## config.mk

```make
export PLATFORM = sky130hd
export DESIGN_NAME = weight_row_sequencer_flat
export DESIGN_NICKNAME = d
export VERILOG_FILES = /design/src/rtl/weight_row_sequencer_if.sv /design/src/rtl/weight_row_sequencer.sv /design/src/flat_wrapper.sv
export SDC_FILE = /design/constraint.sdc
export NUM_CORES = 1
export LEC_CHECK = 0
export BUFFER_PORTS_ARGS = -buffer_cell sky130_fd_sc_hd__buf_2
export CORE_MARGIN = 2
export CORE_UTILIZATION = 49
export DETAILED_ROUTE_END_ITERATION = 16
export PLACE_DENSITY = 0.95
export SYNTH_ARGS = -nofsm -noshare
export SYNTH_HDL_FRONTEND = slang
export SYNTH_SLANG_ARGS = --single-unit
```

## constraint.sdc

```tcl
create_clock -name CLK -period 4.7 [get_ports CLK]
set_clock_uncertainty 0.1 [all_clocks]
set_input_delay 0.235 -clock CLK [delete_from_list [all_inputs] [get_ports CLK]]
set_output_delay 0.235 -clock CLK [all_outputs]
set_load 0.02 [all_outputs]
```

## src/rtl/weight_row_sequencer_if.sv

```systemverilog
// Handshake and BRAM pin bundle shared by the weight row sequencer and its environment.
// The slave modport is the sequencer's view; master is the requester/BRAM side.
interface weight_row_sequencer_if #(
    parameter int AW = 5,
    parameter int DW = 16
);
    logic          rd_start;
    logic          ld_start;
    logic          ld_valid;
    logic [DW-1:0] ld_data;
    logic          ld_ready;
    logic          w_ready;
    logic          w_valid;
    logic [DW-1:0] w_data;
    logic [AW-1:0] w_idx;
    logic          w_last;
    logic          busy;
    logic          done;
    logic          bram_en;
    logic          bram_we;
    logic [AW-1:0] bram_addr;
    logic [DW-1:0] bram_di;
    logic [DW-1:0] bram_do;

    modport slave (
        input  rd_start, ld_start, ld_valid, ld_data, w_ready, bram_do,
        output ld_ready, w_valid, w_data, w_idx, w_last, busy, done,
               bram_en, bram_we, bram_addr, bram_di
    );

    modport master (
        output rd_start, ld_start, ld_valid, ld_data, w_ready, bram_do,
        input  ld_ready, w_valid, w_data, w_idx, w_last, busy, done,
               bram_en, bram_we, bram_addr, bram_di
    );
endinterface

```

## src/rtl/weight_row_sequencer.sv

```systemverilog
// Owns one weight-row BRAM: loads a full row from the host, or streams it to the MAC
// one word per cycle with backpressure. Load and read never overlap.
module weight_row_sequencer #(
    parameter int DEPTH = 28,
    parameter int AW    = 5,
    parameter int DW    = 16
) (
    input  logic                  CLK,
    input  logic                  RST,
    weight_row_sequencer_if.slave bus
);
    typedef enum logic [1:0] {IDLE, READ, LOAD} state_e;

    localparam logic [AW:0] DEPTH_P = (AW+1)'(DEPTH);
    localparam logic [AW:0] LAST_P  = (AW+1)'(DEPTH - 1);

    state_e        state_q, state_d;
    logic [AW:0]   rptr_q, rptr_d;
    logic [AW:0]   wptr_q, wptr_d;
    logic          w_valid_q, w_valid_d;
    logic          w_last_q, w_last_d;
    logic [DW-1:0] w_data_q, w_data_d;
    logic [AW-1:0] w_idx_q, w_idx_d;
    logic          issue;

    always_ff @(posedge CLK) begin
        if (RST) begin
            state_q   <= IDLE;
            rptr_q    <= '0;
            wptr_q    <= '0;
            w_valid_q <= 1'b0;
            w_last_q  <= 1'b0;
            w_data_q  <= '0;
            w_idx_q   <= '0;
        end else begin
            state_q   <= state_d;
            rptr_q    <= rptr_d;
            wptr_q    <= wptr_d;
            w_valid_q <= w_valid_d;
            w_last_q  <= w_last_d;
            w_data_q  <= w_data_d;
            w_idx_q   <= w_idx_d;
        end
    end

    always_comb begin
        state_d       = state_q;
        rptr_d        = rptr_q;
        wptr_d        = wptr_q;
        w_valid_d     = w_valid_q;
        w_last_d      = w_last_q;
        w_data_d      = w_data_q;
        w_idx_d       = w_idx_q;
        issue         = 1'b0;
        bus.bram_en   = 1'b0;
        bus.bram_we   = 1'b0;
        bus.bram_addr = '0;
        bus.bram_di   = '0;
        bus.ld_ready  = 1'b0;
        bus.done      = 1'b0;

        case (state_q)
            IDLE: begin
                if (bus.ld_start) begin
                    state_d = LOAD;
                    wptr_d  = '0;
                end else if (bus.rd_start) begin
                    state_d = READ;
                    rptr_d  = '0;
                end
            end
            READ: begin
                // The BRAM updates DO on the negedge of the issue cycle, so it is
                // already valid when the output register captures it at the posedge.
                issue = (!w_valid_q || bus.w_ready) && (rptr_q < DEPTH_P);
                if (issue) begin
                    bus.bram_en   = 1'b1;
                    bus.bram_addr = rptr_q[AW-1:0];
                    rptr_d        = rptr_q + 1'b1;
                    w_data_d      = bus.bram_do;
                    w_idx_d       = rptr_q[AW-1:0];
                    w_valid_d     = 1'b1;
                    w_last_d      = (rptr_q == LAST_P);
                end else if (bus.w_ready) begin
                    w_valid_d = 1'b0;
                    w_last_d  = 1'b0;
                end
                if (w_valid_q && bus.w_ready && w_last_q) begin
                    bus.done = 1'b1;
                    state_d  = IDLE;
                end
            end
            LOAD: begin
                bus.ld_ready  = 1'b1;
                bus.bram_en   = bus.ld_valid;
                bus.bram_we   = bus.ld_valid;
                bus.bram_addr = wptr_q[AW-1:0];
                bus.bram_di   = bus.ld_data;
                if (bus.ld_valid) begin
                    wptr_d = wptr_q + 1'b1;
                    if (wptr_q == LAST_P) begin
                        bus.done = 1'b1;
                        state_d  = IDLE;
                    end
                end
            end
            default: state_d = IDLE;
        endcase
    end

    assign bus.busy    = (state_q != IDLE);
    assign bus.w_valid = w_valid_q;
    assign bus.w_last  = w_last_q;
    assign bus.w_data  = w_data_q;
    assign bus.w_idx   = w_idx_q;
endmodule

```

## src/flat_wrapper.sv

```systemverilog
// flat-port wrapper written by rule: the top's interface ports become plain ports
module weight_row_sequencer_flat 
#(
    parameter int DEPTH = 28,
    parameter int AW    = 5,
    parameter int DW    = 16
)
  (CLK, RST, bus_rd_start, bus_ld_start, bus_ld_valid, bus_ld_data, bus_w_ready, bus_bram_do, bus_ld_ready, bus_w_valid, bus_w_data, bus_w_idx, bus_w_last, bus_busy, bus_done, bus_bram_en, bus_bram_we, bus_bram_addr, bus_bram_di);
  weight_row_sequencer_if #(.AW(AW), .DW(DW)) bus_i ();
  input  logic CLK;
  input  logic RST;
  input wire logic [$bits(bus_i.rd_start)-1:0] bus_rd_start;
  input wire logic [$bits(bus_i.ld_start)-1:0] bus_ld_start;
  input wire logic [$bits(bus_i.ld_valid)-1:0] bus_ld_valid;
  input wire logic [$bits(bus_i.ld_data)-1:0] bus_ld_data;
  input wire logic [$bits(bus_i.w_ready)-1:0] bus_w_ready;
  input wire logic [$bits(bus_i.bram_do)-1:0] bus_bram_do;
  output wire logic [$bits(bus_i.ld_ready)-1:0] bus_ld_ready;
  output wire logic [$bits(bus_i.w_valid)-1:0] bus_w_valid;
  output wire logic [$bits(bus_i.w_data)-1:0] bus_w_data;
  output wire logic [$bits(bus_i.w_idx)-1:0] bus_w_idx;
  output wire logic [$bits(bus_i.w_last)-1:0] bus_w_last;
  output wire logic [$bits(bus_i.busy)-1:0] bus_busy;
  output wire logic [$bits(bus_i.done)-1:0] bus_done;
  output wire logic [$bits(bus_i.bram_en)-1:0] bus_bram_en;
  output wire logic [$bits(bus_i.bram_we)-1:0] bus_bram_we;
  output wire logic [$bits(bus_i.bram_addr)-1:0] bus_bram_addr;
  output wire logic [$bits(bus_i.bram_di)-1:0] bus_bram_di;
  assign bus_i.rd_start = bus_rd_start;
  assign bus_i.ld_start = bus_ld_start;
  assign bus_i.ld_valid = bus_ld_valid;
  assign bus_i.ld_data = bus_ld_data;
  assign bus_i.w_ready = bus_w_ready;
  assign bus_i.bram_do = bus_bram_do;
  assign bus_ld_ready = bus_i.ld_ready;
  assign bus_w_valid = bus_i.w_valid;
  assign bus_w_data = bus_i.w_data;
  assign bus_w_idx = bus_i.w_idx;
  assign bus_w_last = bus_i.w_last;
  assign bus_busy = bus_i.busy;
  assign bus_done = bus_i.done;
  assign bus_bram_en = bus_i.bram_en;
  assign bus_bram_we = bus_i.bram_we;
  assign bus_bram_addr = bus_i.bram_addr;
  assign bus_bram_di = bus_i.bram_di;
  weight_row_sequencer #(.DEPTH(DEPTH), .AW(AW), .DW(DW)) u_core (.CLK(CLK), .RST(RST), .bus(bus_i));
endmodule
```

# --- Yosys cells after proc, flatten, opt, wreduce, memory -nomap -nowiden ---
# Cells that the tools add are included.
word_totals:
  elab_cells: 64
  input_bits: 38
  output_inout_bits: 49
  register_bits: 37
classes:
  muxes: 27
  addsub: 2
  magnitude_cmp: 1
  reduce_logical: 15
  eq_ne: 12
ops:
  columns: ["op", "n"]
  rows:
  - ["two-way mux 6 bit", 5]
  - ["case mux 6 bit (2 select lines)", 2]
  - ["two-way mux 16 bit", 1]
  - ["adder 6 x 1 -> 6 bit (second input constant)", 2]
  - ["equality test 6 x 5 -> 1 bit (second input constant)", 2]
  - ["two-way mux 2 bit", 5]
  - ["case mux 5 bit (2 select lines)", 1]
  - ["two-way mux 1 bit", 9]
  - ["inequality test 2 bit (second input constant)", 4]
  - ["AND reduction 4 bit", 2]
  - ["nonzero test 2 bit", 4]
  - ["< comparator 6 x 5 -> 1 bit (second input constant)", 1]
  - ["inequality test 2 x 1 -> 1 bit (second input constant)", 3]
  - ["case mux 2 bit (3 select lines)", 1]
  - ["two-way mux 5 bit", 1]
  - ["case mux 1 bit (2 select lines)", 2]
  - ["AND reduction 2 bit", 2]
  - ["logical AND 1 bit", 3]
  - ["inequality test 3 bit (second input constant)", 1]
  - ["AND reduction 3 bit", 1]
  - ["equality test 2 x 1 -> 1 bit (second input constant)", 1]
  - ["equality test 2 bit (second input constant)", 1]
  - ["zero test 2 bit", 1]
  - ["zero test 1 bit", 1]
  - ["logical OR 1 bit", 1]

# --- Logic depth before layout (Yosys ltp) ---
# Gate-level depths: netlist (run 1).
logic_depth:
  depth_word: 5
  ltp_mapped: 8
  depth_no_buf: 6

# --- Worst setup path before layout (run 1) ---
# Ideal clock, no wire load.
synth_timing:
  kind: "register -> output"
  from: "register u_core.state_q[1]"
  to: "output port bus_bram_addr[0]"
  t_required_ps: 4365
  arrival_time_ps: 1811
  path_stages_with_launch: 8
  path_slack_ps: 2554
  path_cell_list: "dfxtp_1 > inv_1 > ha_1 > nand2b_2 > nor3_2 > buf_2 > nand2_1 > a21boi_0"
synth_via:
  elab_chain_len: 2
synth_lines:
  columns: ["item", "line", "rtl"]
  rows:
  - ["start: declaration", "weight_row_sequencer.sv:17", "state_e state_q, state_d;"]
  - ["start signal: assignment", "weight_row_sequencer.sv:36", "state_q <= state_d;"]
  - ["equality test 2 bit / equality test 2 x 1 -> 1 bit (equally long branches)", "weight_row_sequencer.sv:62", "case (state_q)"]
  - ["case mux 5 bit (2 select lines) (*)", "weight_row_sequencer.sv:62", null]
  - ["end: declaration", "flat_wrapper.sv:27", "output wire logic [$bits(bus_i.bram_addr)-1:0] bus_bram_addr;"]
# Mark *: on every way between the ends. The rest lies on a longest branch, timed or not.

# --- Worst setup path after layout (run 1) ---
layout_timing:
  from: "register u_core.state_q[1]"
  to: "output port bus_bram_addr[2]"
# Same word-level chain as after synthesis.

==> impl_metrics.json, run 1 <==
{
  "wl_per_cell_microns": 13.9,
  "final-setup-viol-count": 0,
  "cap_violations": 0,
  "portBuffers": 86,
  "fin_setup_tns_ns": 0,
  "synth.top_cell.area_share_pct": 41.2,
  "hold_path.class": "in -> reg",
  "synth_seq_cells": 37,
  "total_power_mw": 0.881,
  "critPathKind": "reg -> out",
  "slowest_delay_ns": 0.63,
  "vias_per_cell": 5.43,
  "antenna_found_initial": 0,
  "clkTransAtPathRegs_ns": 0.12,
  "maxSlewViolCount": 0,
  "pre_cts_slack_ns": 2.13,
  "start_kind": "flop",
  "syn_nets": 270,
  "root_buffer": "clkbuf_4",
  "yosysUniqueCellTypes": 38,
  "rsz0062_at_grt": "no",
  "clock-sinks": 37,
  "htreeDepth": 2,
  "cpMaxStageDelayCell": "nor3_2",
  "powerDensity_mw_per_mm2": 372,
  "initialDrtViolationCount": 206,
  "yosysSeqAreaShare_pct": 41.2,
  "grt_pass1_vias": 1777,
  "cts_buffer_depth": 2,
  "cp-end-kind": "output pin",
  "placedCellCount": 347,
  "max_slew_margin_pct": 37.9,
  "yosysWarningCount": 0,
  "fin_hold_ws_ns": -0.00291,
  "wl_microns": 5010,
  "hold_viol": 1,
  "final_cells": 360,
  "synthArstFlopShare_pct": 0,
  "syn_avg_cell_area_sq_um": 7.92,
  "fin_crit_sh_pct": 63.7,
  "yosys-top-cells-area": "dfxtp_1, nand2_1, a21oi_1",
  "synth-edff-count": 0,
  "ir_worst_vdd_uv": 127,
  "start_util_pct": 52.6,
  "grt_first_pass_wirelength_microns": 7690,
  "dieWidth_microns": 64.6,
  "tightest_slew_ns": 0.932,
  "gr-usage-all-layers_pct": 23.3,
  "synth_area_leader_cell": "dfxtp_1",
  "dieArea_sq_mm": 0.00417,
  "cts_buffers": 5,
  "drc": 0,
  "cts_tree": "yes",
  "postCtsSetupBuffers": 0,
  "worst_slack_ns": 1.71,
  "core_sq_mm": 0.00342,
  "arrival_ns": 2.66,
  "drt_first_pass_iters": 4,
  "drive_gt1_share_pct": 31.5,
  "syn_inst": 227,
  "worstPathCellList": "inv_1, ha_1, nand2b_2, nor3_2, buf_4, nand2_1, a21boi_0, buf_2",
  "nFillCells": 262,
  "via_count": 1954,
  "path_max_fanout": 12,
  "clock_latency_ns": 0.36,
  "rows": 21,
  "ys.flop_type": "dfxtp_1",
  "required_ns": 4.37,
  "grt_max_degree": 39,
  "syn_area_sq_mm": 0.00180,
  "place_hpwl_microns": 3450,
  "ios": 87,
  "syn2layout_area_growth_pct": 31.9,
  "gp_congestion": 0.860,
  "nNetsFinal": 356,
  "die_y_microns": 64.6,
  "outcome": "finished with violations",
  "fin_crit_ns": 2.99,
  "grt_overflow": 0,
  "failed_checks": "hold timing",
  "diodes": 0,
  "fmaxAchievable_ghz": 0.334,
  "ant_nets": 0,
  "p_leak_nw": 1.07
}
## layout by cell type, fill, tap and decap left out, types with 3 or more instances in the layout
| cell | netlist | final |
|---|---|---|
| a21boi_0 | 6 | 6 |
| a21oi_1 | 28 | 28 |
| a311oi_1 | 3 | 3 |
| a41oi_1 | 3 | 3 |
| and2_1 | 19 | 19 |
| buf_2 | 6 | 86 |
| clkbuf_4 | 0 | 5 |
| dfxtp_1 | 37 | 37 |
| dlygate4sd3_1 | 0 | 5 |
| ha_1 | 5 | 5 |
| inv_1 | 6 | 6 |
| nand2_1 | 58 | 58 |
| nand2b_1 | 4 | 4 |
| nand3_1 | 3 | 3 |
| nand4_1 | 5 | 5 |
| nor2_1 | 6 | 6 |
| or3_1 | 3 | 3 |
| xor2_1 | 3 | 3 |
## path summary, 6_finish.rpt
check	end	slack, ns	cells after the start	from
max reg2reg	u_core.rptr_q[3]	2.32	6	u_core.state_q[1]
max	bus_bram_addr[2]	1.71	8	u_core.state_q[1]
min	u_core.bus.w_data[10]	-0.003	3	bus_bram_do[10]
min reg2reg	u_core.bus.w_data[11]	0.36	2	u_core.bus.w_data[11]
## layout make-up
cell class	instances	area [sq um]	area share (%)
clock buffers	5	37.5	1.58
clock inverters	3	46.3	1.95
inverters	6	22.5	0.950
multi-input cells	171	977	41.2
flip-flops and latches	37	741	31.3
well taps	46	57.6	2.43
repair buffers	92	488	20.6
## synth_stat cells (all sizes together) (5+ instances only)
library cell  count
clkbuf            7
nand2b            5
buf               6
inv               6
nor2              6
nand4             5
ha                5
and2             19
a21boi            7
dfxtp            37
nand2            58
a21oi            29
## report_power, final
group	internal, mW	switching (mW)	total, mW	leakage (nW)
clock network	0.113	0.115	0.227	0.0414
logic	0.107	0.197	0.304	0.733
registers	0.336	0.0141	0.350	0.300
## registers in the layout (all words and copies together) (netlist names)
register and cells:
u_core.wptr_q 6, u_core.bus.w_data 16, u_core.bus.w_idx 5, u_core.bus.w_last 1
u_core.rptr_q 6, u_core.bus.w_valid 1, u_core.state_q 2
## repair_timing
item,4_1_cts,5_1_grt
gates resized for setup,0,0
endpoints found under the hold margin,1,4
hold buffers,1,4
## worst max-delay path, delay by kind of cell, from the launching register on
family	cells	cell delay (ns)
fa+ha+maj	1	0.32
buf+inv	3	0.58
simple gates	3	0.85
flops	1	0.33
compound gates	1	0.21
## layer usage
metal / vias to the layer above / part of all wire, % / GRT usage, %
met5: - / 0 / 0
li1: 948 / - / -
met1: 886 / 39 / 26.5
met3: 17 / 8.2 / 5.21
met4: 0 / 2.7 / 9.31
met2: 103 / 50 / 42.1
## through the flow
stage,cell area [sq um],utilization (%)
3_3_place_gp,2240,65.5
2_1_floorplan,1800,-
3_5_place_dp,2240,65.5
6_report,2370,69.4
5_1_grt,2370,69.4
4_1_cts,2330,68.2
## cells by family after synthesis
| group | count (synthesis) | synth area share, % |
|---|---|---|
| AO/OA/AOI/OAI | 50 | 17.7 |
| XOR/XNOR | 3 | 1.46 |
| multiplexers | 3 | 1.74 |
| adder cells (fa/ha/maj) | 5 | 3.48 |
| AND/OR/NAND/NOR | 110 | 30.0 |
| flip-flops | 37 | 41.2 |
| buffers and inverters | 19 | 4.39 |
No activity file was read; power rests on OpenSTA's default activity.
==> run 2: changes to the inputs <==
- CORE_UTILIZATION: 49 -> 46
- PLACE_DENSITY: 0.95 -> 0.91
- clock period: 4.7 -> 3 ns (I/O delays scaled with it)
==> run 2 against run 1 <==
The run now ends clean. Non-clock buffer count grew 13. Clock-buffer cell count is the same. First-iteration DRC count shrank 32%. Wire length grew 2.7%. Clock power grew 130%.
==> impl_metrics.json, run 2 (synthesized netlist as in run 1, its figures left out) <==
{
  "place_area_sq_mm": 0.00225,
  "max_slew_margin_pct": 58.3,
  "clockPowerShare_pct": 33.4,
  "via_count": 1944,
  "drt_first_pass_iters": 5,
  "drc": 0,
  "hp-start": "bus_ld_valid",
  "drive_gt1_share_pct": 30.9,
  "pre_cts_slack_ns": 0.807,
  "final-setup-viol-count": 0,
  "fin_crit_ns": 2.55,
  "ir_worst_vdd_uv": 228,
  "reg2regPathDepth": 7,
  "nNetsFinal": 369,
  "root_buffer": "clkbuf_8",
  "design_area_sq_mm": 0.00255,
  "powerDensity_mw_per_mm2": 616,
  "ios": 87,
  "nFillCells": 281,
  "maxSlewViolCount": 0,
  "start_util_pct": 48.4,
  "syn2layout_area_growth_pct": 42.0,
  "holdPathStages": 3,
  "start_kind": "flop",
  "hold_path.class": "in -> reg",
  "rsz0062_at_grt": "no",
  "portBuffers": 86,
  "htreeDepth": 2,
  "grt_first_pass_wirelength_microns": 8310,
  "cap_violations": 0,
  "fin_setup_tns_ns": 0,
  "place_hpwl_microns": 3370,
  "clock_latency_ns": 0.30,
  "multi_input_area_sq_um": 977,
  "core_sq_mm": 0.00372,
  "largest_reg_flops": 16,
  "ff_latch_area_sq_um": 741,
  "antenna_found_initial": 0,
  "grt_max_degree": 39,
  "path_max_fanout": 20,
  "clkTransAtPathRegs_ns": 0.07,
  "required_ns": 2.75,
  "ant_nets": 0,
  "arrival_ns": 2.30,
  "outcome": "completed",
  "p_sw_mw": 0.527,
  "postCtsSetupBuffers": 0,
  "critPathKind": "reg -> out",
  "wl_per_cell_microns": 13.7,
  "grt_overflow": 0,
  "final_cell_mix": "buf_2, nand2_1, dfxtp_1, a21oi_1, and2_1",
  "crit_path_end": "bus_bram_addr[1]",
  "dieArea_sq_mm": 0.00442,
  "hold_viol": 0,
  "die_y_microns": 66.5,
  "total_power_mw": 1.57,
  "cts_buffer_depth": 2,
  "cts_buffers": 5,
  "power_frac_comb_pct": 31.8,
  "dieWidth_microns": 66.5,
  "cts_tree": "yes",
  "grt_pass1_vias": 1902,
  "worst_slack_ns": 0.451,
  "vias_per_cell": 5.18,
  "initialDrtViolationCount": 140,
  "reg2reg_slack_ns": 0.79,
  "wl_microns": 5150,
  "cp-end-kind": "output pin",
  "rows": 22,
  "p_sw_share_pct": 33.5,
  "gr-usage-all-layers_pct": 24.7,
  "critPathLaunch": "u_core.state_q[1]",
  "p_leak_nw": 1.16,
  "r2r-end": "u_core.bus.w_data[11]",
  "intPower_mw": 1.04,
  "clock-sinks": 37,
  "diodes": 0,
  "final_common_cell": "buf_2",
  "tightest_slew_ns": 0.626,
  "fmaxAchievable_ghz": 0.392,
  "worstReg2RegStart": "u_core.state_q[1]",
  "gp_congestion": 0.875,
  "fin_crit_sh_pct": 85.0,
  "seqPwrFrac_pct": 34.9
}
-- run 2: timing repair --
item / 4_1_cts / 5_1_grt
hold buffers: 16 / 0
gates resized for setup: 0 / 0
endpoints found under the hold margin: 16 / 0
-- run 2: routing by layer --
layer / vias to the layer above / wire, microns / global-route usage, %
li1: 970 / - / -
met3: 16 / 351 / 4.56
met1: 866 / 2010 / 27.1
met4: 0 / 159 / 12.5
met2: 92 / 2620 / 45.0
met5: - / 0 / 0
-- run 2: layout make-up --
cell class,count,share of cell area [%]
tap,48,2.35
timing repair buffer,105,24.0
clock buffer,5,2.70
clock inverter,3,2.70
inverter,6,0.883
multi-input combinational,171,38.3
sequential,37,29.0
-- run 2: worst min path at each step --
| stage | to | slack [ns] |
|---|---|---|
| after floorplan | u_core.bus.w_data[10] | 0.19 |
| after global placement | u_core.bus.w_data[7] | 0.29 |
| after detailed placement | u_core.bus.w_data[4] | 0.30 |
| after CTS | u_core.wptr_q[1] | 0.06 |
| after global routing | u_core.wptr_q[1] | 0.09 |
| final | u_core.wptr_q[1] | 0.06 |
-- run 2: stage by stage --
step	util [%]	cells	hold slack, ns
after CTS	68.7	375	0.0602
after detailed placement	60.6	351	0.296
after floorplan	-	227	0.186
final	68.7	375	0.0598
after global routing	68.7	375	0.0879
after global placement	60.6	351	0.293
-- run 2: power by group through the flow --
stage | Sequential (mW) | Clock [mW] | Combinational (mW)
floorplan | 0.589 | 0 | 0.301
global placement | 0.556 | 0 | 0.461
detailed placement | 0.558 | 0 | 0.472
CTS | 0.546 | 0.530 | 0.492
global route | 0.552 | 0.546 | 0.546
finish | 0.548 | 0.524 | 0.499
-- run 2: critical path, cell delays in order, from the launching register on --
cell      delay [ns]
dfxtp_1         0.32
inv_1           0.09
ha_1            0.36
nand2b_2        0.14
nor3_2          0.28
buf_4           0.28
nand2_1         0.10
a21boi_0        0.22
buf_2           0.21
